<file path="src/rtl/dm_port_arbiter.sv">
// Data-memory port arbiter: the CPU owns the single memory port by default;
// a loader/debug master is served when the CPU is idle, or forced in after
// MAX_WAIT consecutive denied cycles at the cost of a one-cycle CPU stall.
module dm_port_arbiter #(
    parameter int ADDR_W   = 12,
    parameter int MAX_WAIT = 4
) (
    input  logic              clk,
    input  logic              rst,
    // CPU datapath side
    input  logic              cpu_req,
    input  logic              cpu_we,
    input  logic [ADDR_W-1:0] cpu_addr,
    input  logic [31:0]       cpu_wdata,
    output logic [31:0]       cpu_rdata,
    output logic              cpu_stall,
    // Loader / debug master side
    input  logic              ld_req,
    input  logic              ld_we,
    input  logic [ADDR_W-1:0] ld_addr,
    input  logic [31:0]       ld_wdata,
    output logic              ld_ack,
    output logic [31:0]       ld_rdata,
    // Data memory side
    output logic              mem_en,
    output logic              mem_we,
    output logic [ADDR_W-1:0] mem_addr,
    output logic [31:0]       mem_wdata,
    input  logic [31:0]       mem_rdata,
    // Statistics
    output logic [15:0]       stall_cnt
);

    typedef enum logic {
        IDLE = 1'b0,
        ACK  = 1'b1
    } state_t;

    localparam logic [3:0] WAIT_LIMIT = 4'(MAX_WAIT);
    // Clears the two byte-offset bits so the memory only ever sees word addresses.
    localparam logic [ADDR_W-1:0] WORD_MASK = {{(ADDR_W-2){1'b1}}, 2'b00};

    state_t      state;
    state_t      state_nxt;
    logic [3:0]  wait_cnt;
    logic [3:0]  wait_cnt_nxt;
    logic        ld_grant;
    logic        cpu_grant;
    logic        wait_expired;

    // Saturating 16-bit increment for the stall statistics counter.
    function automatic logic [15:0] sat_inc16(input logic [15:0] v);
        if (v == 16'hFFFF)
            return v;
        else
            return v + 16'd1;
    endfunction

    // Bounded increment for the loader wait counter; never passes the limit.
    function automatic logic [3:0] wait_inc(input logic [3:0] v, input logic [3:0] lim);
        if (v >= lim)
            return lim;
        else
            return v + 4'd1;
    endfunction

    assign wait_expired = (wait_cnt >= WAIT_LIMIT);

    // Grant decision, memory mux and FSM next state; loader wins only in IDLE.
    always_comb begin
        state_nxt    = state;
        wait_cnt_nxt = wait_cnt;
        ld_grant     = 1'b0;
        cpu_grant    = 1'b0;
        mem_en       = 1'b0;
        mem_we       = 1'b0;
        mem_addr     = '0;
        mem_wdata    = '0;

        ld_grant  = ~rst && (state == IDLE) && ld_req && (~cpu_req || wait_expired);
        cpu_grant = cpu_req && ~ld_grant;

        if (ld_grant) begin
            mem_en    = 1'b1;
            mem_we    = ld_we;
            mem_addr  = ld_addr & WORD_MASK;
            mem_wdata = ld_wdata;
        end else if (cpu_grant) begin
            mem_en    = 1'b1;
            mem_we    = cpu_we;
            mem_addr  = cpu_addr & WORD_MASK;
            mem_wdata = cpu_wdata;
        end

        if (ld_grant || ~ld_req)
            wait_cnt_nxt = 4'd0;
        else if ((state == IDLE) && ld_req && cpu_req)
            wait_cnt_nxt = wait_inc(wait_cnt, WAIT_LIMIT);

        case (state)
            IDLE:    if (ld_grant) state_nxt = ACK;
            ACK:     state_nxt = IDLE;
            default: state_nxt = IDLE;
        endcase
    end

    assign cpu_stall = cpu_req && ld_grant;
    assign cpu_rdata = mem_rdata;

    // State register and wait counter.
    always_ff @(posedge clk) begin
        if (rst) begin
            state    <= IDLE;
            wait_cnt <= 4'd0;
        end else begin
            state    <= state_nxt;
            wait_cnt <= wait_cnt_nxt;
        end
    end

    // Loader acknowledge pulse and read-data capture on the grant edge.
    always_ff @(posedge clk) begin
        if (rst) begin
            ld_ack   <= 1'b0;
            ld_rdata <= 32'd0;
        end else begin
            ld_ack <= ld_grant;
            if (ld_grant && ~ld_we)
                ld_rdata <= mem_rdata;
        end
    end

    // Count every cycle the CPU is held off, saturating at full scale.
    always_ff @(posedge clk) begin
        if (rst)
            stall_cnt <= 16'd0;
        else if (cpu_stall)
            stall_cnt <= sat_inc16(stall_cnt);
    end

endmodule

</file>
<file path="config.mk">
export PLATFORM = sky130hd
export DESIGN_NAME = dm_port_arbiter
export DESIGN_NICKNAME = d
export VERILOG_FILES = /design/src/rtl/dm_port_arbiter.sv
export SDC_FILE = /design/constraint.sdc
export NUM_CORES = 1
export LEC_CHECK = 0
export ABC_AREA = 0
export BUFFER_PORTS_ARGS = -buffer_cell sky130_fd_sc_hd__buf_2
export CAP_MARGIN = 20
export CORE_MARGIN = 4
export CORE_UTILIZATION = 35
export CTS_CLUSTER_SIZE = 12
export DETAILED_ROUTE_END_ITERATION = 10
export PLACE_DENSITY = 0.83
export RECOVER_POWER = 50
export SYNTH_ARGS = -nofsm -noshare
export SYNTH_HDL_FRONTEND = slang
export SYNTH_SLANG_ARGS = --single-unit
</file>
<file path="constraint.sdc">
create_clock -name clk -period 2 [get_ports clk]
set_input_delay 0.1 -clock clk [delete_from_list [all_inputs] [get_ports clk]]
set_output_delay 0.1 -clock clk [all_outputs]
set_load 0.01 [all_outputs]
</file>
==> out/summary.log, run 1 <==
[timing] final critical path time including I/O delays and setup 2070 ps
[grt] antenna violations before repair 0
[grt] pin count of the biggest net entering global routing 49
[routing] Detailed Routing Iterations Pass 1 5
[routing] count of nets left with antenna violations after detail routing 0
[place] Inst Count DP 715
[routing] total wire length after detailed routing 11,200 um
[yosys] sequential-to-total area share from yosys stat 35.3%
[layout] total non-filler cell area in the finished layout 4740 um^2
[hold_path] worst hold path startpoint mem_rdata[1]
[layout] post-layout utilization of the core 56.6%
[worst_setup_path] worst-path cell chain or3b_4, buf_6, a21oi_4, buf_6, buf_12, buf_16, nand2_2, o21ai_1, buf_2
[power] Power Dens Cells 514 nW/um^2
[yosys] async set-reset flop share out of synthesis 0%
[power] combinational fraction of design power 23.2%
[yosys] post-synthesis cell type count 37
[cts] CTS tree yes
[status] result of the run finished with violations
[power] net switching component of the power 0.000668 W
[place] Placed Area 4210 um^2
[cts] library cell used as clock root buffer sky130_fd_sc_hd__clkbuf_8
[routing] 1st-iter DRT viols 167
[timing] Post-Route Skew 12.9 ps
[timing] upper clock frequency limit 483 MHz
[power] sw frac 27.4%
[place] total of buffers placed on input and output ports 247
[routing] average detailed-routed wire length per instance 15.1 um
[timing] count of final max-slew check failures 0
[routing] post-detailed-route DRC marker count 0
[timing] number of hold-slack violations in the final timing report 0
[yosys] number of cells produced by synthesis 411
[die] Die Height 102 um
[yosys] number of warnings issued by yosys 0
[worst_setup_path] CP max FO 6
[worst_setup_path] Most common cell on crit path sky130_fd_sc_hd__buf_6
[yosys] multiplexer area fraction after synthesis 11.2%
[layout] fillers 800
[cts] clock sinks 54
[layout] diode count 0
[timing] Finish-stage setup viols 37
[place] final weighted congestion in routability-driven placement 0.786
[cts] number of clock buffers inserted by TritonCTS 5
[worst_setup_path] launch point of the worst reg-to-reg path state
[die] core area 8380 um^2
[power] peak ir drop on the vdd network 0.450 mV
[yosys] Mapped Area 3070 um^2
[power] part of the total power dissipated in the clock network 31.7%
[yosys] Synth Flop Type sky130_fd_sc_hd__dfxtp_1
[worst_setup_path] crit end category output port
[timing] setup repair after global routing missed its margin yes
[timing] smallest setup slack after layout -72.2 ps
[worst_setup_path] slowest stage delay, CP 380 ps
[power] internal portion of total power 0.00177 W
[yosys] post-synthesis share of cell area spent on full adders, half adders and majority gates 0.816%
[worst_setup_path] kind of start point of the critical path register
[worst_setup_path] start point of the critical path state
[cts] Worst-path clk slew 100 ps
[grt] wire length of the first global-routing pass 15,700 um
[yosys] fraction of synthesized cell area in xor and xnor cells 0%
[grt] number of global-route vias before repair 3,492
[grt] Remaining Overflow, GRT 0
[yosys] Avg Synthesized Cell Area 7.46 um^2
[layout] number of nets in the final layout 765
[yosys] compound-cell area share of the yosys netlist 14.8%
[layout] proportion of layout cells with a drive suffix above 1 41.2%
[timing] Period Utilization, post-route 104%
[power] Lkg Pwr 2.13 nW
[cts] largest buffer count on any clock path 2
[die] Initial Util 36.6%
[worst_setup_path] critical path data arrival time 1970 ps
[worst_setup_path] cell at the slowest stage of the critical path sky130_fd_sc_hd__or3b_4
[die] Die X-Extent 102 um
[worst_setup_path] Req. time, crit path 1900 ps
[timing] total negative setup slack -1340 ps
[cts] clock latency of the later-clocked register in the worst-skew pair 300 ps
[die] total I/O pin count 254
[die] area of the die 10,300 um^2
[hold_path] type of the tightest min-delay check in2reg
[power] portion of total power attributed to sequential cells 45.1%
[yosys] number of enable flip-flop cells after synthesis 0
[status] violations in the final reports setup timing
[cts] # H-tree levels 2
[yosys] largest family of logic cells by synthesized area simple AND/OR/NAND/NOR gates
[layout] area delta synth->final 54.7%
[run] number of violations of the max-capacitance limit 0
[grt] GRT Resource Usage Total 18.4%
[place] Detailed Place HPWL 7730 um
[die] number of rows created at floorplan 33
[layout] final standard cell count with taps included and fillers excluded 743
[yosys] Seq cells post-synth 54
[yosys] post-synthesis share of cell area spent on and, or, nand and nor gates 25.9%
[place] worst setup timing slack at the placement stage 38.6 ps
[routing] via count 3,747
[routing] average via count per standard cell 5.04
[worst_setup_path] critical setup path kind reg2out
final timing paths:
check                                    end  slack, ps  cells past startpoint
worst max register to register   ld_rdata[6]        100                      8
worst min-delay path             ld_rdata[1]         50                      3
worst min register to register  ld_rdata[22]        500                      2
worst max-delay path             mem_addr[8]        -70                      9
power by group through the flow:
stage | registers (W) | logic, W | clock network [W]
floorplan | 0.00113 | 0.000240 | 0
global placement | 0.00112 | 0.000457 | 0
detailed placement | 0.00112 | 0.000467 | 0
CTS | 0.00110 | 0.000530 | 0.000808
global route | 0.00110 | 0.000614 | 0.000861
finish | 0.00110 | 0.000565 | 0.000773
metal layers:
metal	global-route usage (%)	vias up	wire length, um
li1	-	1833	-
met3	4.41	18	1140
met4	5.73	0	175
met5	0	-	0
met1	21.9	1700	4340
met2	32.5	196	5570
final cells by class:
cell class / count / area (um^2) / share of cell area (%)
Multi-Input combinational cell: 296 / 1790 / 37.8
Tap cell: 105 / 131 / 2.77
Clock buffer: 6 / 82.6 / 1.74
Inverter: 3 / 11.3 / 0.238
Clock inverter: 2 / 38.8 / 0.818
Timing Repair Buffer: 277 / 1600 / 33.8
Sequential cell: 54 / 1080 / 22.8
what timing repair did:
action | CTS | global route
pin swaps | 13 | 14
buffers inserted | 10 | 2
resized for setup | 50 | 48
hold buffers | 0 | 0
setup endpoints to repair | 43 | 60
cloned | 5 | 7
cell usage after synthesis, types with 2 or more instances:
cell,n,area [um^2]
sky130_fd_sc_hd__and3_1,2,12.5
sky130_fd_sc_hd__nand3b_1,2,15.0
sky130_fd_sc_hd__inv_1,3,11.3
sky130_fd_sc_hd__o31ai_1,5,37.5
sky130_fd_sc_hd__nor4_1,4,25.0
sky130_fd_sc_hd__buf_2,4,20.0
sky130_fd_sc_hd__nor2b_1,2,12.5
sky130_fd_sc_hd__o21bai_1,2,15.0
sky130_fd_sc_hd__o41ai_1,2,17.5
sky130_fd_sc_hd__o311a_1,2,20.0
sky130_fd_sc_hd__mux2i_1,32,320
sky130_fd_sc_hd__clkbuf_1,21,78.8
sky130_fd_sc_hd__o21ai_0,49,245
sky130_fd_sc_hd__nand4_1,7,43.8
sky130_fd_sc_hd__dfxtp_1,54,1080
sky130_fd_sc_hd__or3_1,3,18.8
sky130_fd_sc_hd__nand2_1,95,357
sky130_fd_sc_hd__a21oi_1,13,65.1
sky130_fd_sc_hd__nand3_1,7,35.0
sky130_fd_sc_hd__or4_1,7,52.6
sky130_fd_sc_hd__mux2_2,2,22.5
sky130_fd_sc_hd__ha_1,2,25.0
sky130_fd_sc_hd__buf_4,34,255
sky130_fd_sc_hd__nor2_1,42,158
sky130_fd_sc_hd__o311ai_0,3,26.3
stage by stage:
step                      hold slack [ps]  total power [W]
final                                46.4          0.00244
after global routing                 28.0          0.00258
after CTS                            32.9          0.00244
after detailed placement              362          0.00159
after global placement                346          0.00158
after floorplan                       247          0.00137
kinds of logic after synthesis:
logic type | after synthesis
AND/OR/NAND/NOR | 179
adder cells (fa/ha/maj) | 2
AO/OA/AOI/OAI | 79
buffers and inverters | 62
multiplexers | 34
other | 1
flip-flops | 54
cell usage in the layout (no fill, tap or decap), types with 5 or more instances in the layout:
cell,netlist,layout
sky130_fd_sc_hd__a21oi_1,13,12
sky130_fd_sc_hd__clkbuf_8,0,6
sky130_fd_sc_hd__clkbuf_1,21,68
sky130_fd_sc_hd__nor2_1,42,42
sky130_fd_sc_hd__buf_6,0,7
sky130_fd_sc_hd__or4_1,7,6
sky130_fd_sc_hd__o31ai_1,5,5
sky130_fd_sc_hd__nand2_1,95,71
sky130_fd_sc_hd__nand4_1,7,7
sky130_fd_sc_hd__o21ai_0,49,14
sky130_fd_sc_hd__mux2i_1,32,32
sky130_fd_sc_hd__nand2_4,0,8
sky130_fd_sc_hd__nand2_2,0,16
sky130_fd_sc_hd__nand3_1,7,7
sky130_fd_sc_hd__clkbuf_16,0,5
sky130_fd_sc_hd__dfxtp_1,54,53
sky130_fd_sc_hd__o21ai_2,0,13
sky130_fd_sc_hd__buf_2,4,179
sky130_fd_sc_hd__buf_4,34,11
sky130_fd_sc_hd__o21ai_1,0,22
state kept, by name, summed over array words and instances, names as in the netlist:
name / flops
ld_ack: 1
ld_rdata: 32
stall_cnt: 16
state: 1
wait_cnt: 4
critical path: cells and delay by family, from the launching register on:
family / cells / cell delay [ps]
buf+inv: 5 / 660
simple gates: 2 / 420
flops: 1 / 340
compound gates: 2 / 260
Power figures use the tool's default switching activity.
==> run 2: changes to the inputs <==
--- a/config.mk
+++ b/config.mk
@@ -6,13 +6,13 @@
 export NUM_CORES = 1
 export LEC_CHECK = 0
 export ABC_AREA = 0
-export BUFFER_PORTS_ARGS = -buffer_cell sky130_fd_sc_hd__buf_2
 export CAP_MARGIN = 20
-export CORE_MARGIN = 4
-export CORE_UTILIZATION = 35
+export CORE_AREA = 4 4 97 99
 export CTS_CLUSTER_SIZE = 12
 export DETAILED_ROUTE_END_ITERATION = 10
-export PLACE_DENSITY = 0.83
+export DIE_AREA = 0 0 101 103
+export DONT_BUFFER_PORTS = 1
+export PLACE_DENSITY = 0.58
 export RECOVER_POWER = 50
 export SYNTH_ARGS = -nofsm -noshare
 export SYNTH_HDL_FRONTEND = slang
==> out/summary.log, run 2 (synthesis gave the netlist of run 1 again) <==
[die] area of the die 10,400 um^2
[worst_setup_path] launch point of the worst reg-to-reg path state
[power] Lkg Pwr 1.40 nW
[cts] number of clock buffers inserted by TritonCTS 5
[die] Die X-Extent 101 um
[timing] total negative setup slack 0 ps
[hold_path] worst hold path startpoint rst
[cts] clock latency of the later-clocked register in the worst-skew pair 310 ps
[layout] commonest non-fill, non-tap cell in the layout sky130_fd_sc_hd__nand2_1
[routing] top layer used by detailed routing met4
[grt] wire length of the first global-routing pass 13,900 um
[routing] average detailed-routed wire length per instance 19.0 um
[timing] Finish-stage setup viols 0
[layout] diode count 0
[power] peak ir drop on the vdd network 0.329 mV
[worst_setup_path] critical setup path kind reg2reg
[timing] setup repair after global routing missed its margin yes
[cts] # H-tree levels 2
[routing] count of nets left with antenna violations after detail routing 0
[layout] commonest cells after routing, fill and taps aside sky130_fd_sc_hd__nand2_1 (90), sky130_fd_sc_hd__dfxtp_1 (53), sky130_fd_sc_hd__nor2_1 (41)
[place] final weighted congestion in routability-driven placement 0.803
[grt] antenna violations before repair 1
[power] Power, Total 0.00226 W
[timing] count of final max-slew check failures 0
[layout] area delta synth->final 28.7%
[timing] final critical path time including I/O delays and setup 1950 ps
[routing] Detailed Routing Iterations Pass 1 4
[grt] pin count of the biggest net entering global routing 51
[routing] 1st-iter DRT viols 113
[routing] met3 wire length 891 um
[layout] max FFs per register 32
[die] Die Height 103 um
[die] number of rows created at floorplan 34
[die] total I/O pin count 254
[grt] Remaining Overflow, GRT 0
[timing] upper clock frequency limit 514 MHz
[worst_setup_path] CP max FO 9
[routing] wire length on met2 5360 um
[routing] via count 2,977
[cts] clock sinks 54
[cts] Worst-path clk slew 110 ps
[worst_setup_path] worst r2r dst stall_cnt[9]
[layout] fillers 807
[status] result of the run finished, final reports clean
[place] Detailed Place HPWL 6620 um
[routing] average via count per standard cell 5.51
[timing] Post-Route Skew 17.0 ps
[grt] GRT Resource Usage Total 16.9%
[timing] number of hold-slack violations in the final timing report 0
[worst_setup_path] Req. time, crit path 2190 ps
[hold_path] type of the tightest min-delay check in2reg
[place] total of buffers placed on input and output ports 0
[layout] Regs by FF count ld_rdata x32, stall_cnt x16, wait_cnt x4
[power] Power Dens Cells 573 nW/um^2
[hold_path] Worst Hold Path Cells 2
[worst_setup_path] kind of start point of the critical path register
[layout] proportion of layout cells with a drive suffix above 1 20.8%
[cts] library cell used as clock root buffer sky130_fd_sc_hd__clkbuf_8
[cts] CTS tree yes
[timing] Period Utilization, post-route 97.3%
[timing] minimum hold slack 19.0 ps
[routing] met1 routed wirelength after detailed routing 3750 um
[die] core area 8550 um^2
[layout] post-layout utilization of the core 46.1%
[hold_path] capture endpoint of the worst hold path stall_cnt[12]
[layout] Reg with most FFs ld_rdata
[run] number of violations of the max-capacitance limit 0
[layout] number of nets in the final layout 559
[cts] largest buffer count on any clock path 2
[worst_setup_path] register-to-register path setup slack 50 ps
[routing] post-detailed-route DRC marker count 0
[routing] total wire length after detailed routing 10,300 um
[worst_setup_path] worst-case reg-to-reg path depth 5
[grt] number of global-route vias before repair 2,723
[worst_setup_path] crit end category register
[worst_setup_path] critical path data arrival time 2130 ps
[die] Initial Util 35.9%
## run 2: cell types whose count changed in the layout (fill, tap and decap cells not counted), sizes merged
cell,change
buf,-178
clkbuf,-63
dlygate4sd3,+34
bufbuf,+1
## run 2: power by group
| part | switching (W) | total [W] | internal [W] |
|---|---|---|---|
| logic | 0.000190 | 0.000363 | 0.000173 |
| registers | 0.0000173 | 0.00111 | 0.00109 |
| clock network | 0.000378 | 0.000790 | 0.000413 |
## run 2: layout make-up
class                           instances  area, um^2  share of cell area (%)
Clock inverter                          2        38.8                   0.983
Sequential cell                        54        1080                    27.4
Inverter                                3        11.3                   0.285
Multi-Input combinational cell        296        1800                    45.6
Tap cell                              108         135                    3.43
Clock buffer                            6        82.6                    2.09
Timing Repair Buffer                   71         796                    20.2
## run 2: timing repair
| item | in CTS | in global routing |
|---|---|---|
| endpoints found under the setup margin | 38 | 33 |
| gates resized for setup | 80 | 8 |
| endpoints found under the hold margin | 47 | 1 |
| setup buffers | 3 | 2 |
| gates cloned | 5 | 4 |
| pin swaps | 1 | 0 |
| hold buffers | 34 | 1 |
## run 2: worst max-delay path, cell delays in order (launching register included)
cell                       delay, ps
sky130_fd_sc_hd__dfxtp_2         340
sky130_fd_sc_hd__or3b_4          410
sky130_fd_sc_hd__or4_4           490
sky130_fd_sc_hd__buf_4           160
sky130_fd_sc_hd__o311ai_0        290
sky130_fd_sc_hd__o41ai_1         130
## run 2: metal layers
layer  global-route usage (%)  vias up
met5                        0        -
met4                     5.93        0
met3                     3.92       21
met2                     31.6      180
met1                     18.8     1349
li1                         -     1427
## run 2: worst max-delay path by stage
| stage | from | end | cells past startpoint |
|---|---|---|---|
| after global routing | state | mem_wdata[19] | 6 |
| final | state | stall_cnt[9] | 5 |
| after detailed placement | state | stall_cnt[11] | 4 |
| after CTS | state | mem_wdata[22] | 5 |
| after global placement | state | stall_cnt[11] | 4 |
| after floorplan | state | stall_cnt[15] | 5 |
## run 2: through the flow
step                instance area, um^2  instances  setup WS (ps)
floorplan                          3080        412           8.48
global placement                   3080        485           55.7
detailed placement                 3080        485           25.6
CTS                                3870        534           25.5
global route                       3950        540          -11.5
finish                             3950        540           54.4
